**src/rtl/frcr_timer_cmp.sv**
```systemverilog
`default_nettype none
// ============================================================================
// Module      : frcr_timer_cmp
// Description : Free-running prescaled counter with P_CH one-shot/periodic
//               compare channels, pending/overrun flags and a single
//               lowest-index-first valid/ack interrupt port.
// Revision    : 1.0 - initial release
// ============================================================================
module frcr_timer_cmp #(
    parameter int P_WIDTH = 64,
    parameter int P_CH    = 4,
    parameter int P_CH_W  = 2,
    parameter int P_PRE_W = 8
) (
    input  logic               iCLOCK,
    input  logic               iRESET_SYNC,
    input  logic               iRUN,
    input  logic [P_PRE_W-1:0] iPRESCALE,
    input  logic               iCNT_WR_ENA,
    input  logic [P_WIDTH-1:0] iCNT_WR_DATA,
    output logic [P_WIDTH-1:0] oCOUNTER,
    input  logic               iCH_WR_ENA,
    input  logic [P_CH_W-1:0]  iCH_WR_SEL,
    input  logic [P_WIDTH-1:0] iCH_WR_CMP,
    input  logic [P_WIDTH-1:0] iCH_WR_PERIOD,
    input  logic               iCH_WR_MODE,
    input  logic               iCH_WR_ARM,
    output logic [P_CH-1:0]    oCH_PENDING,
    output logic [P_CH-1:0]    oCH_OVERRUN,
    output logic               oIRQ_VALID,
    output logic [P_CH_W-1:0]  oIRQ_NUM,
    input  logic               iIRQ_ACK
);

    logic [P_WIDTH-1:0] r_counter;
    logic [P_PRE_W-1:0] r_pc;
    logic [P_WIDTH-1:0] r_cmp    [P_CH];
    logic [P_WIDTH-1:0] r_period [P_CH];
    logic [P_CH-1:0]    r_mode;
    logic [P_CH-1:0]    r_armed;
    logic [P_CH-1:0]    r_pending;
    logic [P_CH-1:0]    r_overrun;

    logic               w_tick;
    logic [P_WIDTH-1:0] w_next;
    logic [P_CH-1:0]    w_hit;
    logic [P_CH-1:0]    w_wr;
    logic [P_CH-1:0]    w_ack;
    logic               w_irq_valid;
    logic [P_CH_W-1:0]  w_irq_num;

    // A counter load suppresses the tick, so a loaded value can never hit.
    assign w_tick = iRUN && (r_pc == iPRESCALE) && !iCNT_WR_ENA;
    assign w_next = r_counter + 1'b1;

    // Counter and prescaler: load beats counting, iRUN=0 holds both.
    always_ff @(posedge iCLOCK) begin
        if (iRESET_SYNC) begin
            r_counter <= '0;
            r_pc      <= '0;
        end else if (iCNT_WR_ENA) begin
            r_counter <= iCNT_WR_DATA;
            r_pc      <= '0;
        end else if (w_tick) begin
            r_counter <= w_next;
            r_pc      <= '0;
        end else if (iRUN) begin
            r_pc      <= r_pc + 1'b1;
        end
    end

    // Lowest pending index wins the interrupt port; 0 when nothing pends.
    always_comb begin
        w_irq_num = '0;
        for (int i = P_CH - 1; i >= 0; i--) begin
            if (r_pending[i]) begin
                w_irq_num = P_CH_W'(i);
            end
        end
    end

    assign w_irq_valid = |r_pending;

    // Per-channel hit, configuration-write and acknowledge decode.
    always_comb begin
        w_hit = '0;
        w_wr  = '0;
        w_ack = '0;
        for (int k = 0; k < P_CH; k++) begin
            w_hit[k] = w_tick && r_armed[k] && (w_next == r_cmp[k]);
            w_wr[k]  = iCH_WR_ENA && (iCH_WR_SEL == P_CH_W'(k));
            w_ack[k] = iIRQ_ACK && w_irq_valid && (w_irq_num == P_CH_W'(k));
        end
    end

    // Channel state: a write wins over a same-cycle hit; a hit wins over an
    // ack, and an ack-plus-hit is not counted as an overrun.
    always_ff @(posedge iCLOCK) begin
        if (iRESET_SYNC) begin
            for (int k = 0; k < P_CH; k++) begin
                r_cmp[k]    <= '0;
                r_period[k] <= '0;
            end
            r_mode    <= '0;
            r_armed   <= '0;
            r_pending <= '0;
            r_overrun <= '0;
        end else begin
            for (int k = 0; k < P_CH; k++) begin
                if (w_wr[k]) begin
                    r_cmp[k]     <= iCH_WR_CMP;
                    r_period[k]  <= iCH_WR_PERIOD;
                    r_mode[k]    <= iCH_WR_MODE;
                    r_armed[k]   <= iCH_WR_ARM;
                    r_pending[k] <= 1'b0;
                    r_overrun[k] <= 1'b0;
                end else if (w_hit[k]) begin
                    r_pending[k] <= 1'b1;
                    if (r_pending[k] && !w_ack[k]) begin
                        r_overrun[k] <= 1'b1;
                    end
                    if (r_mode[k] && (r_period[k] != '0)) begin
                        r_cmp[k] <= r_cmp[k] + r_period[k];
                    end else begin
                        r_armed[k] <= 1'b0;
                    end
                end else if (w_ack[k]) begin
                    r_pending[k] <= 1'b0;
                end
            end
        end
    end

    assign oCOUNTER    = r_counter;
    assign oCH_PENDING = r_pending;
    assign oCH_OVERRUN = r_overrun;
    assign oIRQ_VALID  = w_irq_valid;
    assign oIRQ_NUM    = w_irq_num;

endmodule
`default_nettype wire

```
**config.mk**
```make
export PLATFORM = sky130hd
export DESIGN_NAME = frcr_timer_cmp
export DESIGN_NICKNAME = d
export VERILOG_FILES = /design/src/rtl/frcr_timer_cmp.sv
export SDC_FILE = /design/constraint.sdc
export NUM_CORES = 2
export LEC_CHECK = 0
export ABC_AREA = 1
export BUFFER_PORTS_ARGS = -buffer_cell sky130_fd_sc_hd__buf_4
export CAP_MARGIN = 30
export CORE_ASPECT_RATIO = 1.75
export CORE_MARGIN = 10
export CORE_UTILIZATION = 30
export DETAILED_ROUTE_END_ITERATION = 10
export PLACE_DENSITY = 0.57
export RECOVER_POWER = 25
export SYNTH_ARGS = -nofsm -noshare
export SYNTH_HDL_FRONTEND = slang
export SYNTH_SLANG_ARGS = --single-unit
```
**constraint.sdc**
```tcl
create_clock -name iCLOCK -period 7.4 [get_ports iCLOCK]
set_input_delay 1.48 -clock iCLOCK [delete_from_list [all_inputs] [get_ports iCLOCK]]
set_output_delay 1.48 -clock iCLOCK [all_outputs]
set_load 0.05 [all_outputs]
```
==> out/qor.csv <==
stage,metric,value,unit
run_status,run_status,"finished, violations left",
run_status,violations,"capacitance limit, slew limit",
placed_design,place_congestion,1.08,
synthesis,synth_edf_count,512,
floorplan,die_h,572,um
global_routing,overflow,0,
pwr,power_leakage,27.4,nW
route,drt-pass1-iter-count,6,
layout,most-common-layout-cells,"nand2_1 (2468), inv_1 (1135), nor2_1 (1101)",
global_routing,grt_use_total,31.1,%
synthesis,yosysWarnings,0,
pwr,power_density,197,mW/mm^2
sta,fin_crit,6.45,ns
synthesis,syn_inst,7956,
placed_design,io_buffers,284,
setup_path,worst_path_most_repeated_cell,clkbuf_1,
route,first_iter_violations,4719,
layout,nFillCells,19234,
clock_network,h-tree-depth,3,
setup_path,path_cells,clkbuf_1 > nor2_4 > clkbuf_1 > inv_1 > buf_4 > nor2_1,
synthesis,synth_compound_area_share,10.0,%
sta,max_freq,155,MHz
synthesis,avgSynthCellArea,6.57,um^2
layout,seqCellArea,0.0171,mm^2
clock_network,cts_sinks,600,
global_routing,grt_pass1_vias,56356,
global_routing,grt_max_degree,68,
pwr,internal-power,7.19,mW
floorplan,io_pins,285,
pwr,switching_share,38.6,%
setup_path,critPathRequiredTime,7.91,ns
pwr,combPwrFrac,30.1,%
pwr,power_frac_clock,33.2,%
flow_run,drv_cap,5,
route,ant_nets,0,
clock_network,ctsResizeCount,0,
synthesis,synth-xor-area-share,4.04,%
route,post_drt_wl_per_cell,29.4,um
setup_path,crit_arrival,6.96,ns
setup_path,cpMaxStageDelayCell,clkbuf_1,
pwr,power_frac_seq,36.6,%
synthesis,synth_top_family_by_area,simple AND/OR/NAND/NOR gates,
synthesis,syn_nets,8425,
sta,hold-worst-slack,0.454,ns
route,vias,56233,
layout,synthToLayoutAreaGrowth,13.8,%
floorplan,row_count,202,
clock_network,clkTransAtPathRegs,0.07,ns
synthesis,synthAdderAreaFrac,6.26,%
hold_path,hold_path_class,reg2reg,
synthesis,synth_area,0.0522,mm^2
sta,max_slew_margin,-157,%
sta,fin_crit_sh,87.2,%
sta,hold_viol_final,0,
sta,setup_viol,0,
sta,tightestPinTransition,3.85,ns
clock_network,hold_buffers,0,
synthesis,post_synth_num_cell_types,50,
floorplan,dieWidth,335,um
synthesis,synthMuxAreaShare,0,%
global_routing,antenna_found_initial,7,
synthesis,synth_ff_type,edfxtp_1,
clock_network,cts_tree,yes,
placed_design,hpwl,266000,um
global_routing,grt_pass1_wl,418000,um
layout,final_common_cell,nand2_1,
setup_path,criticalPathCategory,in2reg,
synthesis,synthSimpleGateAreaFrac,37.0,%
pwr,power_switching,4.53,mW
layout,drive_gt1_share,6.44,%
layout,nets,8683,
clock_network,clkLatencyLatePin,0.70,ns
synthesis,ys_seq_elements,600,
synthesis,async_flop_share,0,%
synthesis,ys_seq_area_share,32.8,%
sta,setup_tns,0,ns
setup_path,slowest_delay,2.33,ns
pwr,ir_drop,121,uV
floorplan,die_area,0.192,mm^2
clock_network,cts_made_buffers,70,
sta,rsz0062_at_grt,no,
sta,drv_slew,299,
route,drc_errors,0,
setup_path,cp-end-kind,flip-flop,
setup_path,cp_max_fo,66,
clock_network,cts-root-buf,clkbuf_16,
layout,multiInputGateArea,0.0300,mm^2
sta,skew,0.0500,ns
clock_network,postCtsSetupBuffers,0,
route,routed_wl,309000,um
route,routed_via_density,5.35,
clock_network,cts_buffer_depth,3,
setup_path,crit_path_start_kind,input pin,
floorplan,coreArea,0.173,mm^2
floorplan,initial_core_util,30.2,%
-- layer usage --
metal  global-route usage (%)  vias up  wire [um]
met1                     33.4    26873     113000
met3                     3.02      643      14800
met4                     25.9        0      30800
li1                         -    26571          -
met5                        0        -          0
met2                     54.9     2146     150000
-- state kept, by name (all words and copies together) (netlist names) --
signal       flops
r_armed          4
r_mode           4
r_cmp          256
r_pc             8
r_period       256
oCH_PENDING      4
oCH_OVERRUN      4
oCOUNTER        64
-- worst max-delay path, delay by kind of cell --
kind                   cells  cell delay, ns
buffers and inverters      4            4.96
and+or+nand+nor            2            0.41
-- area by class of cell --
type | instances | area share [%]
well taps | 2244 | 4.72
clock inverters | 43 | 0.945
flip-flops and latches | 600 | 28.8
clock buffers | 82 | 3.16
inverters | 1146 | 7.24
diodes | 7 | 0.0295
repair buffers | 366 | 4.52
multi-input cells | 6030 | 50.5
-- power by group through the flow --
stage | clock, mW | combinational (mW) | sequential, mW
after detailed placement | 0 | 3.47 | 4.34
final | 3.90 | 3.53 | 4.29
after global placement | 0 | 3.47 | 4.34
after floorplan | 0 | 2.00 | 4.19
after global routing | 4.06 | 3.78 | 4.30
after CTS | 3.96 | 3.48 | 4.27
-- synthesized netlist by cell type, types with 111 or more instances --
cell	instances	area, um^2
nand2_1	2472	9280
inv_1	1139	4280
nor2_1	1107	4160
edfxtp_1	512	15400
nand3_1	431	2160
a21oi_1	393	1970
o21ai_0	317	1590
nand4_1	296	1850
ha_1	255	3190
xor2_1	122	1070
clkbuf_1	111	417
xnor2_1	111	972
-- worst paths after layout --
kind	from	endpoint	slack [ns]	cells after the start
worst max register to register	oCOUNTER[0]	r_cmp[2][59]	1.21	17
worst min register to register	oCH_OVERRUN[3]	oCH_OVERRUN[3]	0.45	2
worst min-delay path	oCH_OVERRUN[3]	oCH_OVERRUN[3]	0.45	2
worst max-delay path	iRESET_SYNC	r_period[3][54]	0.95	6
-- stage by stage --
stage | cell area (um^2) | util, % | setup slack (ns) | cells | total power [mW]
CTS | 59500 | 34.4 | 1.40 | 10509 | 11.7
floorplan | 52200 | - | 1.84 | 7956 | 6.20
detailed placement | 57100 | 33.0 | 1.44 | 10384 | 7.81
global route | 59400 | 34.3 | 0.661 | 10514 | 12.1
finish | 59400 | 34.3 | 0.950 | 10518 | 11.7
global placement | 57000 | 32.9 | 1.47 | 10369 | 7.81
-- logic make-up after synthesis --
group | Yosys count
flops | 600
xor+xnor | 236
simple gates | 4589
buf+inv | 1326
fa+ha+maj | 259
compound gates | 946
Power figures use the tool's default switching activity.
